**src/rtl/ifetch.sv**
```systemverilog
// Instruction fetch stage: owns the fetch PC, issues word requests on a
// valid/ready port, buffers in-order responses in a small FIFO and hands
// one entry per cycle to decode. Redirects flush the buffer and discard
// stale responses. Misaligned redirects and access faults become tagged
// exception entries, and fetch halts until the next redirect.
module ifetch #(
  parameter logic [31:0] RESET_PC = 32'h0000_0000,
  parameter int          DEPTH    = 2
) (
  input  logic        clk,
  input  logic        rst,
  output logic        imem_req_valid,
  input  logic        imem_req_ready,
  output logic [31:0] imem_addr,
  input  logic        imem_rsp_valid,
  input  logic [31:0] imem_rsp_data,
  input  logic        imem_rsp_err,
  input  logic        redirect,
  input  logic [31:0] redirect_pc,
  input  logic        id_ready,
  output logic        id_valid,
  output logic [31:0] id_instr,
  output logic [31:0] id_pc,
  output logic [6:0]  id_opcode,
  output logic [2:0]  id_funct3,
  output logic [6:0]  id_funct7,
  output logic [11:0] id_funct12,
  output logic        id_excep,
  output logic [3:0]  id_excep_code
);

  localparam int            PW      = (DEPTH > 1) ? $clog2(DEPTH) : 1;
  localparam logic [PW+1:0] CREDITS = (PW+2)'(DEPTH);

  // fetch control state
  logic [31:0] fetch_pc;
  logic        halt;      // no new requests until the next redirect
  logic        mis_pend;  // misaligned redirect: push its exception entry next cycle
  logic        req_hold;  // request presented last cycle and not yet accepted
  logic [PW:0] outstanding;
  logic [PW:0] drop_cnt;

  // in-flight PC queue, one slot per live (non-dropped) request
  logic [31:0]   ipc [DEPTH];
  logic [PW-1:0] ipc_wr, ipc_rd;

  // decode-facing FIFO
  logic [31:0]   f_data [DEPTH];
  logic [31:0]   f_pc   [DEPTH];
  logic          f_exc  [DEPTH];
  logic          f_code [DEPTH];
  logic [PW-1:0] wr_ptr, rd_ptr;
  logic [PW:0]   count;

  logic [PW+1:0] in_use;
  logic          credit_ok, accept, rsp_drop, rsp_push, push, pop, misaligned;
  logic [PW:0]   rsp_dec;

  // Dropped responses still hold a slot, so in-flight stale requests count
  // against the credit exactly like live ones.
  assign in_use     = {1'b0, outstanding} + {1'b0, count};
  assign credit_ok  = in_use < CREDITS;
  // A presented request stays up until taken, even if a fault halts fetch.
  assign imem_req_valid = !rst && !redirect && (req_hold || (credit_ok && !halt));
  assign imem_addr  = fetch_pc;
  assign accept     = imem_req_valid && imem_req_ready;
  assign rsp_drop   = imem_rsp_valid && (drop_cnt != '0);
  assign rsp_push   = imem_rsp_valid && (drop_cnt == '0);
  assign rsp_dec    = (PW+1)'(imem_rsp_valid);
  assign misaligned = (redirect_pc[1:0] != 2'b00);
  // mis_pend only follows a redirect, when every in-flight response is stale,
  // so it never collides with a live response push.
  assign push       = mis_pend || rsp_push;
  assign pop        = id_valid && id_ready;

  // fetch PC, credit accounting, drop counter and halt tracking
  always_ff @(posedge clk or posedge rst) begin
    if (rst) begin
      fetch_pc    <= RESET_PC;
      halt        <= 1'b0;
      mis_pend    <= 1'b0;
      req_hold    <= 1'b0;
      outstanding <= '0;
      drop_cnt    <= '0;
    end else if (redirect) begin
      fetch_pc    <= redirect_pc;
      halt        <= misaligned;
      mis_pend    <= misaligned;
      req_hold    <= 1'b0;
      outstanding <= outstanding - rsp_dec;
      drop_cnt    <= outstanding - rsp_dec;
    end else begin
      if (accept) fetch_pc <= fetch_pc + 32'd4;
      req_hold    <= imem_req_valid && !imem_req_ready;
      outstanding <= outstanding + (PW+1)'(accept) - rsp_dec;
      if (rsp_drop) drop_cnt <= drop_cnt - (PW+1)'(1);
      if (rsp_push && imem_rsp_err) halt <= 1'b1;
      mis_pend    <= 1'b0;
    end
  end

  // in-flight PC queue pointers; stale responses never pop it, so a flush
  // simply restarts both pointers
  always_ff @(posedge clk or posedge rst) begin
    if (rst) begin
      ipc_wr <= '0;
      ipc_rd <= '0;
    end else if (redirect) begin
      ipc_wr <= '0;
      ipc_rd <= '0;
    end else begin
      if (accept)   ipc_wr <= ipc_wr + 1'b1;
      if (rsp_push) ipc_rd <= ipc_rd + 1'b1;
    end
  end

  // in-flight PC storage
  always_ff @(posedge clk) begin
    if (accept) ipc[ipc_wr] <= fetch_pc;
  end

  // FIFO pointers and occupancy; redirect clears and overrides pop
  always_ff @(posedge clk or posedge rst) begin
    if (rst) begin
      wr_ptr <= '0;
      rd_ptr <= '0;
      count  <= '0;
    end else if (redirect) begin
      wr_ptr <= '0;
      rd_ptr <= '0;
      count  <= '0;
    end else begin
      if (push) wr_ptr <= wr_ptr + 1'b1;
      if (pop)  rd_ptr <= rd_ptr + 1'b1;
      count <= count + (PW+1)'(push) - (PW+1)'(pop);
    end
  end

  // FIFO storage; exception entries carry a zero instruction word
  always_ff @(posedge clk) begin
    if (push && !redirect) begin
      if (mis_pend) begin
        f_data[wr_ptr] <= 32'h0;
        f_pc[wr_ptr]   <= fetch_pc;
        f_exc[wr_ptr]  <= 1'b1;
        f_code[wr_ptr] <= 1'b0;
      end else begin
        f_data[wr_ptr] <= imem_rsp_err ? 32'h0 : imem_rsp_data;
        f_pc[wr_ptr]   <= ipc[ipc_rd];
        f_exc[wr_ptr]  <= imem_rsp_err;
        f_code[wr_ptr] <= imem_rsp_err;
      end
    end
  end

  // decode outputs, all zero while the FIFO is empty
  assign id_valid      = (count != '0);
  assign id_instr      = id_valid ? f_data[rd_ptr] : 32'h0;
  assign id_pc         = id_valid ? f_pc[rd_ptr] : 32'h0;
  assign id_excep      = id_valid && f_exc[rd_ptr];
  assign id_excep_code = {3'b000, id_valid && f_code[rd_ptr]};
  assign id_opcode     = id_instr[6:0];
  assign id_funct3     = id_instr[14:12];
  assign id_funct7     = id_instr[31:25];
  assign id_funct12    = id_instr[31:20];

endmodule

```
**config.mk**
```make
export PLATFORM = sky130hd
export DESIGN_NAME = ifetch
export DESIGN_NICKNAME = d
export VERILOG_FILES = /design/src/rtl/ifetch.sv
export SDC_FILE = /design/constraint.sdc
export NUM_CORES = 1
export LEC_CHECK = 0
export BUFFER_PORTS_ARGS = -buffer_cell sky130_fd_sc_hd__buf_4
export CAP_MARGIN = 15
export CORE_MARGIN = 5
export CORE_UTILIZATION = 28
export CTS_BUF_LIST = sky130_fd_sc_hd__clkbuf_16
export DETAILED_ROUTE_END_ITERATION = 8
export PLACE_DENSITY_LB_ADDON = 0.2
export SYNTH_ARGS = -nofsm -noshare
export SYNTH_HDL_FRONTEND = slang
export SYNTH_SLANG_ARGS = --single-unit
```
**constraint.sdc**
```tcl
create_clock -name clk -period 11.1 [get_ports clk]
set_input_delay 1.11 -clock clk [delete_from_list [all_inputs] [get_ports clk]]
set_output_delay 1.11 -clock clk [all_outputs]
set_load 0.01 [all_outputs]
```
### Yosys cells after proc, flatten, opt, wreduce, memory -nomap -nowiden

Memory sizes are Yosys's and may differ from the RTL's.
Cells that the tools add are included.

* register bits after elaboration: 45
* latch bits: 0
* memory bits (writable): 196
* ROM bits: 0
* output and inout bits: 132
* logic and storage cells: 94
* memories: 5

Memory list
* f_data: depth 2, width 32, rd ports 1, clocked after memory_dff 0, wr ports 1, line 48 `logic [31:0] f_data [DEPTH];`
* f_pc: depth 2, width 32, rd ports 1, clocked after memory_dff 0, wr ports 1, line 49 `logic [31:0] f_pc [DEPTH];`
* ipc: depth 2, width 32, rd ports 1, clocked after memory_dff 0, wr ports 1, line 44 `logic [31:0] ipc [DEPTH];`
* f_code: depth 2, width 1, rd ports 1, clocked after memory_dff 0, wr ports 1, line 51 `logic f_code [DEPTH];`
* f_exc: depth 2, width 1, rd ports 1, clocked after memory_dff 0, wr ports 1, line 50 `logic f_exc [DEPTH];`

* add/subtract/negate cells: 12
* multiply operators: 0
* div/mod/pow operators: 0
* magnitude comparators: 1
* equality and inequality tests: 0
* shift-type cells: 0
* multiplexer cells: 33
* bitwise logic cells: 4
* reduce and logical (&&, ||, !) cells: 28

Operators with widths (count)
* 32-bit two-way mux: 7
* 32-bit by 3-bit adder with 32-bit output (second input constant): 1
* 1-bit two-way mux: 22
* 2-bit nonzero test: 9
* 1-bit logical AND: 12
* 2-bit two-way mux: 4
* 2-bit by 1-bit subtractor with 2-bit output: 3
* 1-bit adder (second input constant): 4
* 2-bit by 1-bit adder with 2-bit output: 2
* 1-bit zero test: 4
* 1-bit bitwise OR: 4
* 2-bit by 2-bit adder with 3-bit output: 1
* 3-bit by 2-bit less-than comparator with 1-bit output (second input constant): 1
* 2-bit zero test: 1
* 1-bit logical OR: 2
* 2-bit by 1-bit subtractor with 2-bit output (second input constant): 1

### Depth between registers and ports, before layout

Gate-level depths: netlist of run 1.

* word-level depth: 9
* gate-level depth with buffers: 10
* gate-level depth less buffers: 10

### Worst setup path after synthesis of run 1

Ideal clock, no wire load.

* path type: input-to-reg
* start: in redirect
* end: mem f_code[1] (enable)
* setup time: 0.585 ns
* data arrival time: 6.487 ns
* slack: 4.028 ns
* stages on the path: 4
* buffers on the path: 3
* path through: buf_6 clkbuf_1 clkbuf_1 nor3b_1

* longest elaborated chain between the ends: 5
* elaborated cells between the ends (all ways): 7
* classes of those cells: mux (4); bitwise (1); reduce/logical (2)

Ends and longest elaborated chain
* from (decl): line 18 `input logic redirect,`
* 1-bit zero test *: line 141 `if (push && !redirect) begin`
* 1-bit logical AND *: line 141
* 1-bit two-way mux: line 141
* 1-bit two-way mux (on tied branches): line 146, 151
* 1-bit bitwise OR (no source line) *
* to (decl): line 51

Every way passes the cells marked *; elsewhere a longest branch is shown, timed or not.

### Final worst setup path of run 1

* start: reg rd_ptr
* end: out id_pc[8]

* longest elaborated chain between the ends: 2

Ends and longest elaborated chain
* from (decl): line 52 `logic [PW-1:0] wr_ptr, rd_ptr;`
* from (signal assigned): line 134 `if (pop) rd_ptr <= rd_ptr + 1'b1;`
* memory read 2 x 32 bit
* 32-bit two-way mux: line 159 `assign id_pc = id_valid ? f_pc[rd_ptr] : 32'h0;`
* to (decl): line 23 `output logic [31:0] id_pc,`

No other way between the ends.

==> results of run 1 <==
[cell families (layout without fill, tap and decap cells)]
| family | Yosys count | in the layout | share of synthesized area |
|---|---|---|---|
| simple gates | 247 | 247 | 0.1144 |
| flops | 241 | 241 | 0.6616 |
| xor+xnor | 36 | 36 | 0.02975 |
| other cells | 1 | 3 | 0.0003539 |
| fa+ha+maj | 8 | 8 | 0.01015 |
| compound gates | 73 | 73 | 0.03920 |
| mux | 105 | 105 | 0.09988 |
| buf+inv | 86 | 276 | 0.04463 |
[per-layer routing]
layer	global-route usage	up-vias	part of all wire
li1	-	3175	-
met1	0.1720	3091	0.47
met2	0.2008	181	0.46
met3	0.02232	33	0.054
met4	0.02728	0	0.015
met5	0	-	0
[where the power goes]
group	internal [W]	switching, W	total, W	leakage, nW
clock network	0.000516	0.000348	0.000865	0.460
registers	0.00107	0.0000920	0.00116	2.40
logic	0.000354	0.000417	0.000771	2.16
[state kept, by name, summed over array words and instances, names as in the netlist, 2 cells and up]
| signal | cells |
|---|---|
| drop_cnt | 2 |
| outstanding | 2 |
| f_exc | 2 |
| count | 2 |
| ipc | 64 |
| f_code | 2 |
| f_data | 64 |
| imem_addr | 32 |
| f_pc | 64 |
[synth_stat cells, drive strengths merged (2+ instances only)]
master,number
nor3,13
nand2b,2
nand4,11
clkbuf,24
o21ai,24
xor2,14
ha,7
or3,2
edfxtp,196
inv,13
and2,38
o21a,2
mux2,6
o31a,2
xnor2,22
nand2,35
buf,49
o211ai,3
nor4,11
a21oi,36
and3,7
mux2i,99
dfrtp,45
nor2,113
and4,3
nand3,7
[worst reg2reg max path, delay by kind of cell, from the launching register on]
| kind | cells | cell delay, ns |
|---|---|---|
| simple gates | 2 | 0.54 |
| fa+ha+maj | 3 | 1.08 |
| flops | 1 | 0.42 |
| buf+inv | 1 | 0.04 |
| compound gates | 2 | 0.54 |
| xor+xnor | 2 | 0.27 |
[cell type report]
cell class                      count  area [µm²]
Sequential cell                   241        7017
Tap cell                          511       639.4
Fill cell                        3778       24150
Clock inverter                     23       155.1
Clock buffer                       29       725.7
Multi-Input combinational cell    472        3152
Timing Repair Buffer              211        1597
Inverter                           13       48.80
[final timing paths]
path,to,slack (ns)
max in group asynchronous,rd_ptr$_DFFE_PP0P_,9.96
min in group asynchronous,req_hold$_DFF_PP0_,0.62
min reg2reg,ipc[0][0]$_DFFE_PP_,0.53
min,ipc[0][0]$_DFFE_PP_,0.53
max reg2reg,outstanding[1]$_DFF_PP0_,8.14
max,id_pc[8],7.37
[per-stage QoR]
step           hold slack (ns)  utilization  instance area (µm²)  setup WS (ns)
6_report                0.5350       0.3557                13330          7.370
5_1_grt                 0.5575       0.3557                13330          7.183
4_1_cts                 0.5358       0.3552                13310          7.255
3_5_place_dp            0.5208       0.3317                12430          7.575
3_3_place_gp            0.5279       0.3317                12430          7.607
2_1_floorplan           0.5153            -                10610          4.028
==> run metrics, run 1 <==
status=completed; IO Pins=203; crit path capture type=primary output; Initial DRT Pass Iterations=4; Post-DRT Antenna Nets=0; Post-Syn Instances=797; clk sink count=241; die height=204.5 µm; #FFs+latches synth=241; crit path from=rd_ptr$_DFFE_PP0P_; DP HPWL=17.90 mm; Mean Syn Cell Area=13.30 µm²; fin nets=1047; Slew HR=0.2707; Static Leak=5.022 nW; Tmin final=3.730 ns; CTS root buf=clkbuf_16; launching point of the worst reg2reg path=count[0]$_DFF_PP0_; hold path startpoint=imem_addr[0]$_DFFE_PP0P_; worst-margin pin slew=1.094 ns; R2R cell count=10; CP max FO=42; post-synth cell types=49; Die Width=204.5 µm; Max Clock Freq=268.1 MHz; routed wire length=26.79 mm; # DRC=0; Port Buffers=199; RSZ-0062 raised after global routing=no; Bufs and invs on worst path=2; GR Util All Layers=0.1230; Setup violations, final=0; largest net degree at the start of global routing=63; Final period util=0.3360; Peak VDD IR=107.1 µV; antenna violations before repair=0; vias in the first global route=6612; WHS Path Cells=0; leading register cell type out of synthesis=edfxtp_1; most frequent cells in the layout=210 x buf_4, 196 x edfxtp_1, 111 x nor2_1, 99 x mux2i_1, 43 x dfrtp_1; starting density of the core=0.2827; GP Congestion=0.7488; most used cell, CP=buf_4; Rows=71; post-route setup TNS=0 ns; Worst Setup Path Type=flip-flop to primary output; Setup Buffers After CTS=0; Power Density=209.8 nW/µm²; HP Class=flip-flop to flip-flop; WP data required=9.99 ns; TritonCTS clock tree=yes; most common cell after layout, fill and taps aside=buf_4; Final Hold Viols=0; clk buf depth=3; CTS H-tree depth=1; Post-synth EDFFs=196; Synth top area share=0.5554; synth top area cells=edfxtp_1 56%, dfrtp_1 11%, mux2i_1 9.4%; Ys Warns=0; Non-Filler Instances=1500; cts bufs inserted=29; Slew Viols, Final=0; Detailed Route Iter0 Violations=301; slowest stage delay, CP=0.74 ns; CTS resizes=0; part of the Yosys area used for sequential elements=0.6616; clk_lat worst skew=0.53 ns; clock skew=0.009789 ns; diodes inserted=0; Core Area=37490 µm²; Crit path arrival time=2.62 ns; Layout area overhead=25.82%; first-pass GRT wire length=39.84 mm; DR WL/cell=17.86 µm; max_cap viols=0; die area=41840 µm²; Synth area leader=edfxtp_1; Cell Chain, Critical Path=buf_4, mux2i_1, nor2_1, buf_4; Syn Std Cell Area=10600 µm²; GR Overflow Total=0; Hold Buf Count CTS=0; Vias/cell=4.320; WP depth=4; Via Count=6480; share of cells above drive strength 1=0.2791; CP max stage cell=dfrtp_4; clock transition at the registers of the reported paths=0.06 ns; Worst setup SP type=flip-flop; cell count after placement=1447; Post-synth ARST share=0.1867; PnR Total Power=0.002798 W; Worst path top cell family by delay=buffers and inverters
Power figures use the tool's default switching activity.
==> run 2: changes to the inputs <==
--- a/config.mk
+++ b/config.mk
@@ -5,6 +5,7 @@
 export SDC_FILE = /design/constraint.sdc
 export NUM_CORES = 1
 export LEC_CHECK = 0
+export ABC_AREA = 1
 export BUFFER_PORTS_ARGS = -buffer_cell sky130_fd_sc_hd__buf_4
 export CAP_MARGIN = 15
 export CORE_MARGIN = 5
==> constraint.sdc (replaced) <==
create_clock -name clk -period 3.35 [get_ports clk]
set_input_delay 0.335 -clock clk [delete_from_list [all_inputs] [get_ports clk]]
set_output_delay 0.335 -clock clk [all_outputs]
set_load 0.01 [all_outputs]
==> run 2 against run 1 <==
Compared with the run above:
- worst hold slack worse by 0.50 ns
- design area up 4.9%
- sequential cell count unchanged
- wire length up 18%
- cell count up 26%
==> run metrics, run 2 <==
post-route setup TNS=0 ns; RSZ-0062 raised after global routing=no; Slew HR=0.4274; Max Clock Freq=384.9 MHz; Ys Warns=0; CP max stage cell=buf_4; Setup violations, final=0; GR Util All Layers=0.1385; part of the Yosys area used for sequential elements=0.6269; Post-Syn Instances=1176; Post-synth top cells=451 x nand2_1, 196 x edfxtp_1, 87 x nor2_1; routed wire length=31.49 mm; Power Density=664.6 nW/µm²; cts bufs inserted=28; crit path capture type=primary output; post-synth cell types=34; Synth top area share=0.5262; Non-Filler Instances=1894; starting density of the core=0.2821; max_cap viols=0; GR Overflow Total=0; TritonCTS clock tree=yes; synth top area cells=edfxtp_1 53%, nand2_1 15%, dfrtp_1 10%; Rows=73; Port Buffers=199; die height=209.9 µm; Worst setup SP type=flip-flop; Static Leak=5.864 nW; Largest regs=f_data (64), f_pc (64), ipc (64); status=completed; GP Congestion=0.7852; fin nets=1427; Slew Viols, Final=0; Peak VDD IR=349.2 µV; fin util=0.3529; Synth area leader=edfxtp_1; antenna violations before repair=0; CTS root buf=clkbuf_16; Cell Chain, Critical Path=buf_4, nand2_1, a21oi_1, buf_4; diodes inserted=0; Layout area overhead=25.09%; Placed Area=13040 µm²; most used cell, CP=buf_4; Filler cells=4106; Syn Std Cell Area=11180 µm²; WP data required=3.01 ns; IO Pins=203; clock transition at the registers of the reported paths=0.06 ns; Post-synth EDFFs=196; Initial DRT Pass Iterations=5; Final period util=0.7755; Worst Setup Path Type=flip-flop to primary output; HP Class=input pin to flip-flop; #FFs+latches synth=241; most common cell after layout, fill and taps aside=nand2_1; leading register cell type out of synthesis=edfxtp_1; DP HPWL=21.32 mm; vias in the first global route=7994; Post-synth ARST share=0.1867; top-count cell post-synth=nand2_1; clk buf depth=3; Via Count=8273; largest net degree at the start of global routing=69; Mean Syn Cell Area=9.511 µm²; CP max FO=68; worst-margin pin slew=0.8537 ns; clk_lat worst skew=0.54 ns; clk sink count=241; CTS H-tree depth=1; Core Area=39640 µm²; Detailed Route Iter0 Violations=416; Vias/cell=4.368; share of cells above drive strength 1=0.2060; Die Width=209.9 µm; clock skew=0.01095 ns; first-pass GRT wire length=47.96 mm; cell count after placement=1833; final instance area=13990 µm²; Setup Buffers After CTS=0; most frequent cells in the layout=451 x nand2_1, 210 x buf_4, 196 x edfxtp_1, 83 x nor2_1, 75 x inv_1; Tmin final=2.598 ns; slowest stage delay, CP=0.68 ns; die area=44040 µm²; Crit path arrival time=2.26 ns; DR WL/cell=16.62 µm; Post-DRT Antenna Nets=0; Final Hold Viols=0; # DRC=0
## run 2: metrics by stage
step	hold slack [ns]	setup WS, ns	power [W]
floorplan	0.4014	0.03329	0.005371
global route	0.006281	0.5758	0.009850
finish	0.03804	0.7522	0.009299
CTS	0.005492	0.6698	0.009478
global placement	0.4557	0.8772	0.006618
detailed placement	0.4575	0.8774	0.006623
## run 2: timing repair
item | in CTS | in global routing
hold buffers | 10 | 0
gates resized for setup | 0 | 0
endpoints found under the hold margin | 30 | 0
## run 2: final timing paths
path                                     startpoint                         to  slack [ns]  cells past startpoint
setup reg to reg                 count[0]$_DFF_PP0_       ipc[0][22]$_DFFE_PP_        0.90                     12
max in group asynchronous                       rst  imem_addr[25]$_DFFE_PP0P_        2.14                      4
setup / recovery                 rd_ptr$_DFFE_PP0P_                id_instr[2]        0.75                      4
min in group asynchronous                       rst         count[1]$_DFF_PP0_        0.43                      3
hold reg to reg            imem_addr[0]$_DFFE_PP0P_        ipc[1][0]$_DFFE_PP_        0.51                      0
hold / removal                       redirect_pc[9]   imem_addr[9]$_DFFE_PP0P_        0.04                      3
## run 2: critical path: cells and delay by family (launching register included)
family | cells | cell delay, ns
buffers and inverters | 2 | 0.87
DFF | 1 | 0.37
AOI/OAI and AO/OA | 1 | 0.37
and+or+nand+nor | 1 | 0.10
## run 2: cell type report
| class | instances | area (µm²) | area share |
|---|---|---|---|
| Clock inverter | 22 | 122.6 | 0.008764 |
| Tap cell | 525 | 656.9 | 0.04695 |
| Clock buffer | 29 | 725.7 | 0.05187 |
| Multi-Input combinational cell | 777 | 3415 | 0.2441 |
| Timing Repair Buffer | 225 | 1777 | 0.1270 |
| Sequential cell | 241 | 7013 | 0.5013 |
| Inverter | 75 | 281.5 | 0.02012 |
## run 2: logic make-up after synthesis
kind of cell | synth area share
simple gates | 0.2297
flops | 0.6269
buf+inv | 0.07070
compound gates | 0.05649
xor+xnor | 0.006265
fa+ha+maj | 0.009620
other cells | 0.0003353
## run 2: layer usage
layer | part of all wire | vias up | GRT usage
li1 | - | 4179 | -
met5 | 0 | - | 0
met2 | 0.45 | 230 | 0.2163
met4 | 0.014 | 0 | 0.02858
met1 | 0.47 | 3834 | 0.2005
met3 | 0.068 | 30 | 0.02840
## run 2: power breakdown
group	internal (W)	switching [W]
clock	0.00163	0.00117
sequential	0.00361	0.000222
combinational	0.00104	0.00163
